==> src/rtl/cv_mem_pkg.sv <==
// cv_mem_pkg
//   Shared types and constants for the Colecovision external memory arbiter.
//   - cv_mem_state_e : arbiter sequencer state (IDLE / ACCESS)
//   - cv_mem_gnt_e   : which requester owns the memory port (GNT_CPU / GNT_LOADER)
//   - CV_MEM_RESET_Q : value presented on the CPU read-data bus out of reset
package cv_mem_pkg;

  typedef enum logic {
    IDLE,
    ACCESS
  } cv_mem_state_e;

  typedef enum logic {
    GNT_CPU,
    GNT_LOADER
  } cv_mem_gnt_e;

  // Reads of unbacked memory float high on the real bus, so idle read data mirrors that.
  localparam logic [7:0] CV_MEM_RESET_Q = 8'hFF;

endpackage

==> src/rtl/cv_mem_arb_if.sv <==
// cv_mem_arb_if
//   Bundles the three buses around the external memory arbiter.
//   Signal suffixes are written from the arbiter's point of view.
//   CPU side   : cpu_req_i, cpu_we_i, cpu_addr_i, cpu_d_i -> cpu_q_o, cpu_wait_n_o
//   Loader side: ld_req_i, ld_addr_i, ld_d_i              -> ld_ack_o
//   Memory side: mem_q_i -> mem_ce_o, mem_we_o, mem_addr_o, mem_d_o
//   modport slave  : the arbiter itself
//   modport master : whatever surrounds it (Z80 glue, loader, memory)
interface cv_mem_arb_if #(
  parameter int ADDR_W = 20
);

  logic              cpu_req_i;
  logic              cpu_we_i;
  logic [ADDR_W-1:0] cpu_addr_i;
  logic [7:0]        cpu_d_i;
  logic [7:0]        cpu_q_o;
  logic              cpu_wait_n_o;

  logic              ld_req_i;
  logic [ADDR_W-1:0] ld_addr_i;
  logic [7:0]        ld_d_i;
  logic              ld_ack_o;

  logic              mem_ce_o;
  logic              mem_we_o;
  logic [ADDR_W-1:0] mem_addr_o;
  logic [7:0]        mem_d_o;
  logic [7:0]        mem_q_i;

  modport slave (
    input  cpu_req_i, cpu_we_i, cpu_addr_i, cpu_d_i,
    input  ld_req_i, ld_addr_i, ld_d_i,
    input  mem_q_i,
    output cpu_q_o, cpu_wait_n_o, ld_ack_o,
    output mem_ce_o, mem_we_o, mem_addr_o, mem_d_o
  );

  modport master (
    output cpu_req_i, cpu_we_i, cpu_addr_i, cpu_d_i,
    output ld_req_i, ld_addr_i, ld_d_i,
    output mem_q_i,
    input  cpu_q_o, cpu_wait_n_o, ld_ack_o,
    input  mem_ce_o, mem_we_o, mem_addr_o, mem_d_o
  );

endinterface

==> src/rtl/cv_mem_arb.sv <==
// cv_mem_arb
//   Serialises Z80 memory cycles and loader writes onto one registered
//   byte-wide memory port. The Z80 is held in WAIT until its access has
//   completed; under contention the grant alternates between requesters.
//   Parameters:
//     ADDR_W  : memory address width
//     MEM_LAT : cycles from grant to valid read data (1..15)
//   Ports:
//     clk_i   : system clock
//     reset_i : asynchronous active-high reset
//     bus     : cv_mem_arb_if.slave (CPU, loader and memory buses)
module cv_mem_arb
  import cv_mem_pkg::*;
#(
  parameter int ADDR_W  = 20,
  parameter int MEM_LAT = 2
) (
  input logic         clk_i,
  input logic         reset_i,
  cv_mem_arb_if.slave bus
);

  localparam logic [3:0] CNT_LOAD = 4'(MEM_LAT - 1);

  cv_mem_state_e     state_q;
  logic [3:0]        cnt_q;
  cv_mem_gnt_e       lastGrant_q;
  cv_mem_gnt_e       owner_q;
  logic              cpuDone_q;
  logic              cpuDone_d;
  logic [7:0]        cpuQ_q;
  logic              ldAck_q;
  logic              memCe_q;
  logic              memWe_q;
  logic [ADDR_W-1:0] memAddr_q;
  logic [7:0]        memD_q;

  logic cpuElig;
  logic ldElig;
  logic grantCpu;
  logic accessEnd;
  logic cpuComplete;

  // A requester that has just been served is masked until it drops its request
  // (CPU) or until its ack cycle has passed (loader), so one request = one access.
  assign cpuElig  = bus.cpu_req_i & ~cpuDone_q;
  assign ldElig   = bus.ld_req_i & ~ldAck_q;
  assign grantCpu = cpuElig & (~ldElig | (lastGrant_q == GNT_LOADER));

  assign accessEnd   = (state_q == ACCESS) && (cnt_q == 4'd0);
  assign cpuComplete = accessEnd && (owner_q == GNT_CPU);

  // cpu_done survives only while the Z80 keeps its cycle open; a withdrawn
  // request never leaves a stale done flag behind.
  assign cpuDone_d = bus.cpu_req_i & (cpuDone_q | cpuComplete);

  always_ff @(posedge clk_i or posedge reset_i) begin
    if (reset_i) begin
      state_q     <= IDLE;
      cnt_q       <= 4'd0;
      lastGrant_q <= GNT_LOADER;
      owner_q     <= GNT_CPU;
      cpuDone_q   <= 1'b0;
      cpuQ_q      <= CV_MEM_RESET_Q;
      ldAck_q     <= 1'b0;
      memCe_q     <= 1'b0;
      memWe_q     <= 1'b0;
      memAddr_q   <= '0;
      memD_q      <= 8'h00;
    end else begin
      ldAck_q   <= 1'b0;
      cpuDone_q <= cpuDone_d;
      case (state_q)
        IDLE: begin
          if (cpuElig || ldElig) begin
            state_q <= ACCESS;
            cnt_q   <= CNT_LOAD;
            memCe_q <= 1'b1;
            if (grantCpu) begin
              owner_q     <= GNT_CPU;
              lastGrant_q <= GNT_CPU;
              memWe_q     <= bus.cpu_we_i;
              memAddr_q   <= bus.cpu_addr_i;
              memD_q      <= bus.cpu_d_i;
            end else begin
              owner_q     <= GNT_LOADER;
              lastGrant_q <= GNT_LOADER;
              memWe_q     <= 1'b1;
              memAddr_q   <= bus.ld_addr_i;
              memD_q      <= bus.ld_d_i;
            end
          end
        end
        ACCESS: begin
          if (cnt_q == 4'd0) begin
            state_q <= IDLE;
            memCe_q <= 1'b0;
            memWe_q <= 1'b0;
            // Read data is captured even if the Z80 already abandoned the cycle.
            if (owner_q == GNT_CPU) begin
              if (!memWe_q) begin
                cpuQ_q <= bus.mem_q_i;
              end
            end else begin
              ldAck_q <= 1'b1;
            end
          end else begin
            cnt_q <= cnt_q - 4'd1;
          end
        end
        default: state_q <= IDLE;
      endcase
    end
  end

  assign bus.cpu_q_o      = cpuQ_q;
  assign bus.cpu_wait_n_o = ~cpuElig;
  assign bus.ld_ack_o     = ldAck_q;
  assign bus.mem_ce_o     = memCe_q;
  assign bus.mem_we_o     = memWe_q;
  assign bus.mem_addr_o   = memAddr_q;
  assign bus.mem_d_o      = memD_q;

endmodule

==> src/flat_wrapper.sv <==
// flat-port wrapper written by rule: the top's interface ports become plain ports
module cv_mem_arb_flat import cv_mem_pkg::*;
#(
  parameter int ADDR_W  = 20,
  parameter int MEM_LAT = 2
)
  (clk_i, reset_i, bus_cpu_req_i, bus_cpu_we_i, bus_cpu_addr_i, bus_cpu_d_i, bus_ld_req_i, bus_ld_addr_i, bus_ld_d_i, bus_mem_q_i, bus_cpu_q_o, bus_cpu_wait_n_o, bus_ld_ack_o, bus_mem_ce_o, bus_mem_we_o, bus_mem_addr_o, bus_mem_d_o);
  cv_mem_arb_if #(.ADDR_W(ADDR_W)) bus_i ();
  input logic clk_i;
  input logic reset_i;
  input wire logic [$bits(bus_i.cpu_req_i)-1:0] bus_cpu_req_i;
  input wire logic [$bits(bus_i.cpu_we_i)-1:0] bus_cpu_we_i;
  input wire logic [$bits(bus_i.cpu_addr_i)-1:0] bus_cpu_addr_i;
  input wire logic [$bits(bus_i.cpu_d_i)-1:0] bus_cpu_d_i;
  input wire logic [$bits(bus_i.ld_req_i)-1:0] bus_ld_req_i;
  input wire logic [$bits(bus_i.ld_addr_i)-1:0] bus_ld_addr_i;
  input wire logic [$bits(bus_i.ld_d_i)-1:0] bus_ld_d_i;
  input wire logic [$bits(bus_i.mem_q_i)-1:0] bus_mem_q_i;
  output wire logic [$bits(bus_i.cpu_q_o)-1:0] bus_cpu_q_o;
  output wire logic [$bits(bus_i.cpu_wait_n_o)-1:0] bus_cpu_wait_n_o;
  output wire logic [$bits(bus_i.ld_ack_o)-1:0] bus_ld_ack_o;
  output wire logic [$bits(bus_i.mem_ce_o)-1:0] bus_mem_ce_o;
  output wire logic [$bits(bus_i.mem_we_o)-1:0] bus_mem_we_o;
  output wire logic [$bits(bus_i.mem_addr_o)-1:0] bus_mem_addr_o;
  output wire logic [$bits(bus_i.mem_d_o)-1:0] bus_mem_d_o;
  assign bus_i.cpu_req_i = bus_cpu_req_i;
  assign bus_i.cpu_we_i = bus_cpu_we_i;
  assign bus_i.cpu_addr_i = bus_cpu_addr_i;
  assign bus_i.cpu_d_i = bus_cpu_d_i;
  assign bus_i.ld_req_i = bus_ld_req_i;
  assign bus_i.ld_addr_i = bus_ld_addr_i;
  assign bus_i.ld_d_i = bus_ld_d_i;
  assign bus_i.mem_q_i = bus_mem_q_i;
  assign bus_cpu_q_o = bus_i.cpu_q_o;
  assign bus_cpu_wait_n_o = bus_i.cpu_wait_n_o;
  assign bus_ld_ack_o = bus_i.ld_ack_o;
  assign bus_mem_ce_o = bus_i.mem_ce_o;
  assign bus_mem_we_o = bus_i.mem_we_o;
  assign bus_mem_addr_o = bus_i.mem_addr_o;
  assign bus_mem_d_o = bus_i.mem_d_o;
  cv_mem_arb #(.ADDR_W(ADDR_W), .MEM_LAT(MEM_LAT)) u_core (.clk_i(clk_i), .reset_i(reset_i), .bus(bus_i));
endmodule
==> config.mk <==
export PLATFORM = sky130hd
export DESIGN_NAME = cv_mem_arb_flat
export DESIGN_NICKNAME = d
export VERILOG_FILES = /design/src/rtl/cv_mem_pkg.sv /design/src/rtl/cv_mem_arb_if.sv /design/src/rtl/cv_mem_arb.sv /design/src/flat_wrapper.sv
export SDC_FILE = /design/constraint.sdc
export NUM_CORES = 1
export LEC_CHECK = 0
export ABC_AREA = 0
export BUFFER_PORTS_ARGS = -buffer_cell sky130_fd_sc_hd__buf_2
export CAP_MARGIN = 20
export CORE_MARGIN = 4
export CORE_UTILIZATION = 40
export DETAILED_ROUTE_END_ITERATION = 12
export PLACE_DENSITY = 0.84
export SYNTH_ARGS = -nofsm -noshare
export SYNTH_HDL_FRONTEND = slang
export SYNTH_SLANG_ARGS = --single-unit
==> constraint.sdc <==
create_clock -name clk_i -period 1.81 [get_ports clk_i]
set_clock_uncertainty 0.15 [all_clocks]
set_input_delay 0.181 -clock clk_i [delete_from_list [all_inputs] [get_ports clk_i]]
set_output_delay 0.181 -clock clk_i [all_outputs]
set_load 0.05 [all_outputs]
==> results of run 1 <==
==> sequential cells by signal (all words and copies together), names as in the netlist, 4 cells and up <==
name	cells
u_core.bus.mem_addr_o	20
u_core.bus.mem_d_o	8
u_core.cnt_q	4
u_core.bus.cpu_q_o	8
==> cell families (layout without fill, tap and decap cells) <==
group                    Yosys count  after routing  synth area share
other                              0              1                 0
AND/OR/NAND/NOR                  100            100             0.194
adder cells (fa/ha/maj)            2              2            0.0119
flip-flops                        47             47             0.564
multiplexers                       9              9            0.0618
buffers and inverters             18            202            0.0380
AO/OA/AOI/OAI                     43             43             0.131
==> power by group through the flow <==
| stage | logic, mW | registers (mW) | clock network [mW] |
|---|---|---|---|
| global placement | 3.49 | 1.91 | 0 |
| floorplan | 1.07 | 3.48 | 0 |
| global route | 4.13 | 2.01 | 0.861 |
| CTS | 3.74 | 1.93 | 0.818 |
| finish | 3.86 | 1.96 | 0.793 |
| detailed placement | 3.56 | 1.94 | 0 |
==> worst paths after layout <==
kind | startpoint | to | cells after the start
min in group asynchronous | reset_i | u_core.cpuDone_q$_DFF_PP0_ | 4
max in group asynchronous | reset_i | u_core.lastGrant_q$_DFFE_PP1P_ | 4
min reg2reg | u_core.bus.mem_ce_o$_DFFE_PP0P_ | u_core.bus.mem_ce_o$_DFFE_PP0P_ | 1
max | u_core.cnt_q[1]$_DFFE_PP0P_ | u_core.bus.cpu_q_o[1]$_DFFE_PP1P_ | 6
max reg2reg | u_core.cnt_q[1]$_DFFE_PP0P_ | u_core.bus.cpu_q_o[1]$_DFFE_PP1P_ | 6
min | bus_cpu_addr_i[15] | u_core.bus.mem_addr_o[15]$_DFFE_PP0P_ | 3
==> area by class of cell <==
class,count,area [sq um],share of cell area
antenna,1,2.50,0.000677
clock buffer,6,82.6,0.0223
clock inverter,2,35.0,0.00948
inverter,5,18.8,0.00508
multi-input combinational,154,902,0.244
sequential,47,1190,0.321
tap,70,87.6,0.0237
timing repair buffer,189,1380,0.373
==> placed cells by master, fill, tap and decap left out, drive strengths merged <==
cell / n
buf: 123
dlygate4sd3: 66
nand2: 58
dfrtp: 38
nor2: 32
a31oi: 29
dfstp: 9
mux2: 8
clkbuf: 6
a21oi: 5
inv: 5
nand2b: 4
a21o: 2
o21ai: 2
ha: 2
diode: 1
nor3b: 1
or3: 1
o21bai: 1
o21ba: 1
and2b: 1
or4: 1
o31ai: 1
o21a: 1
and3: 1
nor3: 1
o2bb2ai: 1
mux2i: 1
bufinv: 1
clkinv: 1
==> layer usage <==
layer / up-vias / global-route usage / part of all wire
met2: 127 / 0.420 / 0.52
met3: 24 / 0.0695 / 0.083
met5: - / 0 / 0
met1: 1071 / 0.263 / 0.36
met4: 0 / 0.127 / 0.032
li1: 1105 / - / -
==> metrics by stage <==
stage               power (mW)   util  hold slack, ns  area, sq um  worst slack [ns]
finish                    6.62  0.724          0.0115         3700            -0.110
global route              7.00  0.723          0.0242         3690            -0.172
CTS                       6.49  0.716         0.00679         3660           -0.0563
detailed placement        5.50  0.555          0.0925         2830           -0.0869
global placement          5.40  0.555          0.0848         2830           -0.0176
floorplan                 4.55      -           0.153         2120           -0.0539
==> critical path, stage by stage (launching register included) <==
cell and delay [ns]:
dfrtp_1 0.40, inv_2 0.09, ha_4 0.13, nor3b_4 0.21, nand2_2 0.08, or3_4 0.46, mux2_4 0.33
==> timing repair <==
action                     in CTS  in global routing
hold buffers                   66                  0
pin swaps                       1                  5
setup endpoints to repair       8                 13
gates resized for setup         5                 10
setup buffers                   4                  2
hold endpoints to repair       76                  0
gates cloned                    0                  0
==> metrics.md, run 1 <==
| Metric | Value |
|---|---|
| Min-delay worst type | in -> reg |
| Total number of vias | 2327 |
| TritonCTS clock tree | yes |
| Layout cells sized above 1 | 0.404 |
| Sw frac | 0.496 |
| Longest Clk Path Bufs | 2 |
| Max_cap viols | 0 |
| Top cells by count, synth | 58 x nand2_1, 38 x dfrtp_1, 32 x nor2_1 |
| Power per cell area | between 1500 and 2000 mW/mm^2 |
| Post-Route WL | between 7000 and 8000 microns |
| Die width | 80.6 microns |
| Final min period | 1.92 ns |
| I/O Buffers | ~110 |
| Layout fillers | ~340 |
| IO Pins | 109 |
| Setup repair after global routing missed its margin | true |
| Placed Instances | 395 |
| Predominant post-synthesis flop cell | dfrtp_1 |
| Post-DRT Antenna Nets | 0 |
| P_sw | roughly 3.3 mW |
| Post-layout nets | roughly 470 |
| Top cells by area, synth | dfrtp_1 45%, dfstp_2 11%, nand2_1 10%, a31oi_1 8.6%, mux2_4 5.7% |
| Reg power frac | 0.296 |
| Ys async rst share | 1.00 |
| Peak Freq | between 500 and 600 MHz |
| Final Non-Filler Cells | around 470 |
| R2R Setup Slk | -0.11 ns |
| Worst slew pin tran | approximately 0.36 ns |
| Total CTS buffers | 5 |
| CTS root buf | clkbuf_8 |
| GPL Wtd Cong | between 0.7 and 0.8 |
| Clock transition at the registers of the reported paths | approximately 0.09 ns |
| Die height | 80.6 microns |
| Post-synth EDFFs | 0 |
| Syn Area/Cell | 9.62 sq um |
| Yosys top cell area share | 0.451 |
| Cell variety after synth | 28 |
| Synth Warn # | 0 |
| Setup TNS Final | -0.805 ns |
| Fin crit share | 1.06 |
| Count of final setup violators | 8 |
| Htree depth | 2 |
| Worst Path Max Fanout | 8 |
| Gate Count Post-Synth | between 200 and 250 |
| Clock power frac | 0.120 |
| Initial Utilization | 0.413 |
| DR WL/cell | between 15 and 20 microns |
| Largest net degree at the start of global routing | between 40 and 50 |
| WP data arrival | 2.01 ns |
| Rel. slew slack | 0.758 |
| Area leader, netlist | dfrtp_1 |
| Worst Setup Slack, final | -0.110 ns |
| Critical Path End Type | register |
| Synth Register Bits | 47 |
| Cell Int Power | between 3 and 4 mW |
| GR Util All Layers | 0.241 |
| Leak | 1.79 nW |
| Max Slew Vio Count | 0 |
| Worst skew pair latency | roughly 0.30 ns |
| Gate power share | 0.584 |
| Clock sink total | between 40 and 50 |
| Total gr overflow | 0 |
| WP data required | 1.89 ns |
| Drt pass-1 iters | 4 |
| FP Rows | 26 |
| WS Path Type | reg -> reg |
| Syn_nets | between 200 and 300 |
| Core Box Area | about 0.0051 sq mm |
| DRC | 0 |
| First-pass GRT wire length | roughly 12000 microns |
| Layout area overhead | 75.4% |
| Antenna violations before repair | 0 |
| Dpl hpwl | between 3000 and 4000 microns |
| Fin. Hold Viols | 0 |
| Area of the mapped netlist | 0.00211 sq mm |
| Iter 0 DRT Violations | 90 |
| Vias in the first global route | around 2.5k |
| Register area share after synthesis | 0.564 |
| Via-to-Cell Ratio | 4.91 |
| CP Launch Type | register |
| Status | finished with violations |
| Top-count cell post-synth | nand2_1 |
| Die Footprint | ~0.0065 sq mm |
| Failing checks | negative setup slack |
| VDD IR max | 0.910 mV |
Note: power is estimated with default switching activity, not from simulation.
==> run 2: changes to the inputs <==
--- a/config.mk
+++ b/config.mk
@@ -12,6 +12,7 @@
 export CORE_UTILIZATION = 40
 export DETAILED_ROUTE_END_ITERATION = 12
 export PLACE_DENSITY = 0.84
+export SETUP_SLACK_MARGIN = 0.5
 export SYNTH_ARGS = -nofsm -noshare
 export SYNTH_HDL_FRONTEND = slang
 export SYNTH_SLANG_ARGS = --single-unit
==> run 2 against run 1 <==
The flow still finishes with violations (negative setup slack); combinational power grew 46%; critical path depth rose by 1; register-to-register slack worse by 0.095 ns; sequential power grew 8%; cell count up 6.1%; clock power fell by 18%; first-iteration DRC count rose to 2.6 times the previous value; maximum frequency decreased by 4.7%; routed wire length is 65% higher; sequential share of layout area shrank 6.4 points; clock-buffer cell count stayed put; worst setup slack worse by 0.095 ns; critical path type unchanged; critical endpoint is now u_core.bus.cpu_q_o[3]$_DFFE_PP1P_; largest cell class unchanged; largest power group unchanged; highest routed layer unchanged.
==> metrics.md, run 2 (same netlist as run 1, synthesis figures left out) <==
| Metric | Value |
|---|---|
| Die height | 80.6 microns (unchanged) |
| Die Footprint | 0.00649 sq mm (unchanged) |
| Reg2reg start | u_core.cnt_q[0]$_DFFE_PP0P_ (was u_core.cnt_q[1]$_DFFE_PP0P_) |
| Fin. Hold Viols | 0 (unchanged) |
| Antenna violations before repair | 2 (was 0) |
| TritonCTS clock tree | yes (unchanged) |
| Total power | 8.40 mW (was 6.62 mW) |
| WP data arrival | 2.09 ns (was 2.01 ns) |
| Max_cap viols | 0 (unchanged) |
| Worst Setup SP | u_core.cnt_q[0]$_DFFE_PP0P_ (was u_core.cnt_q[1]$_DFFE_PP0P_) |
| CP Launch Type | register (unchanged) |
| Status | finished with violations (unchanged) |
| Hold WS | 0.00916 ns (was 0.0115 ns) |
| IO Pins | 109 (unchanged) |
| CTS root buf | clkbuf_8 (unchanged) |
| Die width | 80.6 microns (unchanged) |
| Core Box Area | 0.00511 sq mm (unchanged) |
| Failing checks | negative setup slack (unchanged) |
| Via-to-Cell Ratio | 5.63 (was 4.91) |
| Leak | 2.15 nW (was 1.79 nW) |
| Final min period | 2.02 ns (was 1.92 ns) |
| DRC | 0 (unchanged) |
| Post-layout nets | 500 (was 473) |
| Post-DRT Antenna Nets | 0 (unchanged) |
| Critical Path End Type | register (unchanged) |
| Setup TNS Final | -1.68 ns (was -0.805 ns) |
| GR Util All Layers | 0.274 (was 0.241) |
| Max Slew Vio Count | 0 (unchanged) |
| Commonest cells after routing, fill and taps aside | 92 x buf_2, 60 x dlygate4sd3_1, 37 x dfrtp_1 (was 108 x buf_2, 66 x dlygate4sd3_1, 57 x nand2_1) |
| Dpl hpwl | 3870 microns (was 3830 microns) |
| Iter 0 DRT Violations | 236 (was 90) |
| Fin crit share | 1.11 (was 1.06) |
| Clock sink total | 47 (unchanged) |
| Count of final setup violators | 13 (was 8) |
| Min-delay worst type | in -> reg (unchanged) |
| Setup repair after global routing missed its margin | true (unchanged) |
| Post-Route WL | 12200 microns (was 7360 microns) |
| Rel. slew slack | 0.593 (was 0.758) |
| Total number of vias | 2833 (was 2327) |
| Clock transition at the registers of the reported paths | 0.09 ns (about the same) |
| Largest net degree at the start of global routing | 37 (was 48) |
| FP Rows | 26 (unchanged) |
| Worst hold path startpoint | bus_ld_d_i[4] (was bus_cpu_addr_i[15]) |
| Power per cell area | 1820 mW/mm^2 (was 1790 mW/mm^2) |
| Total CTS buffers | 5 (unchanged) |
| Htree depth | 2 (unchanged) |
| WS Path Type | reg -> reg (unchanged) |
| Initial Utilization | 0.413 (unchanged) |
| Layout area overhead | 119% (was 75.4%) |
| I/O Buffers | 108 (unchanged) |
| Layout fillers | 182 (was 338) |
| GPL Wtd Cong | 0.758 (was 0.716) |
| Layout cells sized above 1 | 0.586 (was 0.404) |
| Place WS | -0.148 ns (was -0.0869 ns) |
| Longest Clk Path Bufs | 2 (unchanged) |
| Worst Path Max Fanout | 8 (unchanged) |
| WP data required | 1.89 ns (about the same) |
| Commonest non-fill, non-tap cell in the layout | buf_2 (unchanged) |
| Vias in the first global route | 2636 (was 2531) |
| Total gr overflow | 0 (unchanged) |
| Max reg flops | 20 (unchanged) |
| Peak Freq | 496 MHz (was 521 MHz) |
| DR WL/cell | 24.2 microns (was 15.5 microns) |
| Drt pass-1 iters | 5 (was 4) |
| First-pass GRT wire length | 13000 microns (was 11900 microns) |
| Worst skew pair latency | 0.30 ns (about the same) |
| Worst slew pin tran | 0.608 ns (was 0.362 ns) |
| Worst Setup Slack, final | -0.205 ns (was -0.110 ns) |
| VDD IR max | 1.20 mV (was 0.910 mV) |
[run 2: cell types whose count changed in the layout (fill, tap and decap cells not counted), sizes merged]
cell	delta
clkbuf	+10
clkinvlp	+3
diode	+2
bufinv	-1
buf	+22
dlygate4sd3	-6
inv	-1
[run 2: cell type report]
class	count	area, sq um	area share
Antenna cell	3	7.51	0.00163
Clock buffer	6	72.6	0.0157
Clock inverter	2	12.5	0.00271
Inverter	5	22.5	0.00488
Multi-Input combinational cell	154	1300	0.281
Sequential cell	47	1190	0.258
Tap cell	70	87.6	0.0190
Timing Repair Buffer	215	1920	0.416
Timing Repair inverter	1	5.00	0.00108
[run 2: final timing paths]
check                                                        end  slack [ns]  depth (start not counted)
setup / recovery               u_core.bus.cpu_q_o[3]$_DFFE_PP1P_       -0.21                          7
hold / removal                 u_core.bus.mem_d_o[4]$_DFFE_PP0P_       0.009                          3
setup reg to reg               u_core.bus.cpu_q_o[3]$_DFFE_PP1P_       -0.21                          7
hold reg to reg                  u_core.bus.mem_ce_o$_DFFE_PP0P_        0.36                          1
max in group asynchronous      u_core.bus.cpu_q_o[0]$_DFFE_PP1P_        0.71                          4
min in group asynchronous  u_core.bus.mem_addr_o[12]$_DFFE_PP0P_        0.30                          3
[run 2: per-layer routing]
| layer | up-vias | global-route usage | wire length [microns] |
|---|---|---|---|
| li1 | 1168 | - | - |
| met2 | 205 | 0.538 | 6040 |
| met3 | 75 | 0.0650 | 1070 |
| met4 | 0 | 0.142 | 883 |
| met1 | 1385 | 0.256 | 4180 |
| met5 | - | 0 | 0 |
[run 2: stage by stage]
step / utilization / instances / instance area [sq um]
after global placement: 0.558 / 396 / 2850
after floorplan: - / 219 / 2200
after CTS: 0.793 / 480 / 4050
after detailed placement: 0.558 / 396 / 2850
final: 0.904 / 503 / 4620
after global routing: 0.903 / 502 / 4610
[run 2: critical path, stage by stage, from the launching register on]
cell	delay, ns
dfrtp_1	0.41
inv_2	0.10
ha_4	0.13
nor3b_4	0.18
nand2_1	0.11
or3_4	0.35
buf_8	0.16
mux2_4	0.33
[run 2: timing repair]
item | in CTS | in global routing
hold buffers | 60 | 0
setup endpoints to repair | 55 | 69
setup buffers | 13 | 12
pin swaps | 59 | 31
resized for setup | 95 | 64
gates cloned | 3 | 8
endpoints found under the hold margin | 58 | 0
[run 2: where the power goes]
part,internal [mW],switching (mW),total [mW]
Combinational,2.25,3.38,5.63
Clock,0.271,0.382,0.654
Sequential,1.65,0.470,2.12
Total,4.17,4.23,8.40
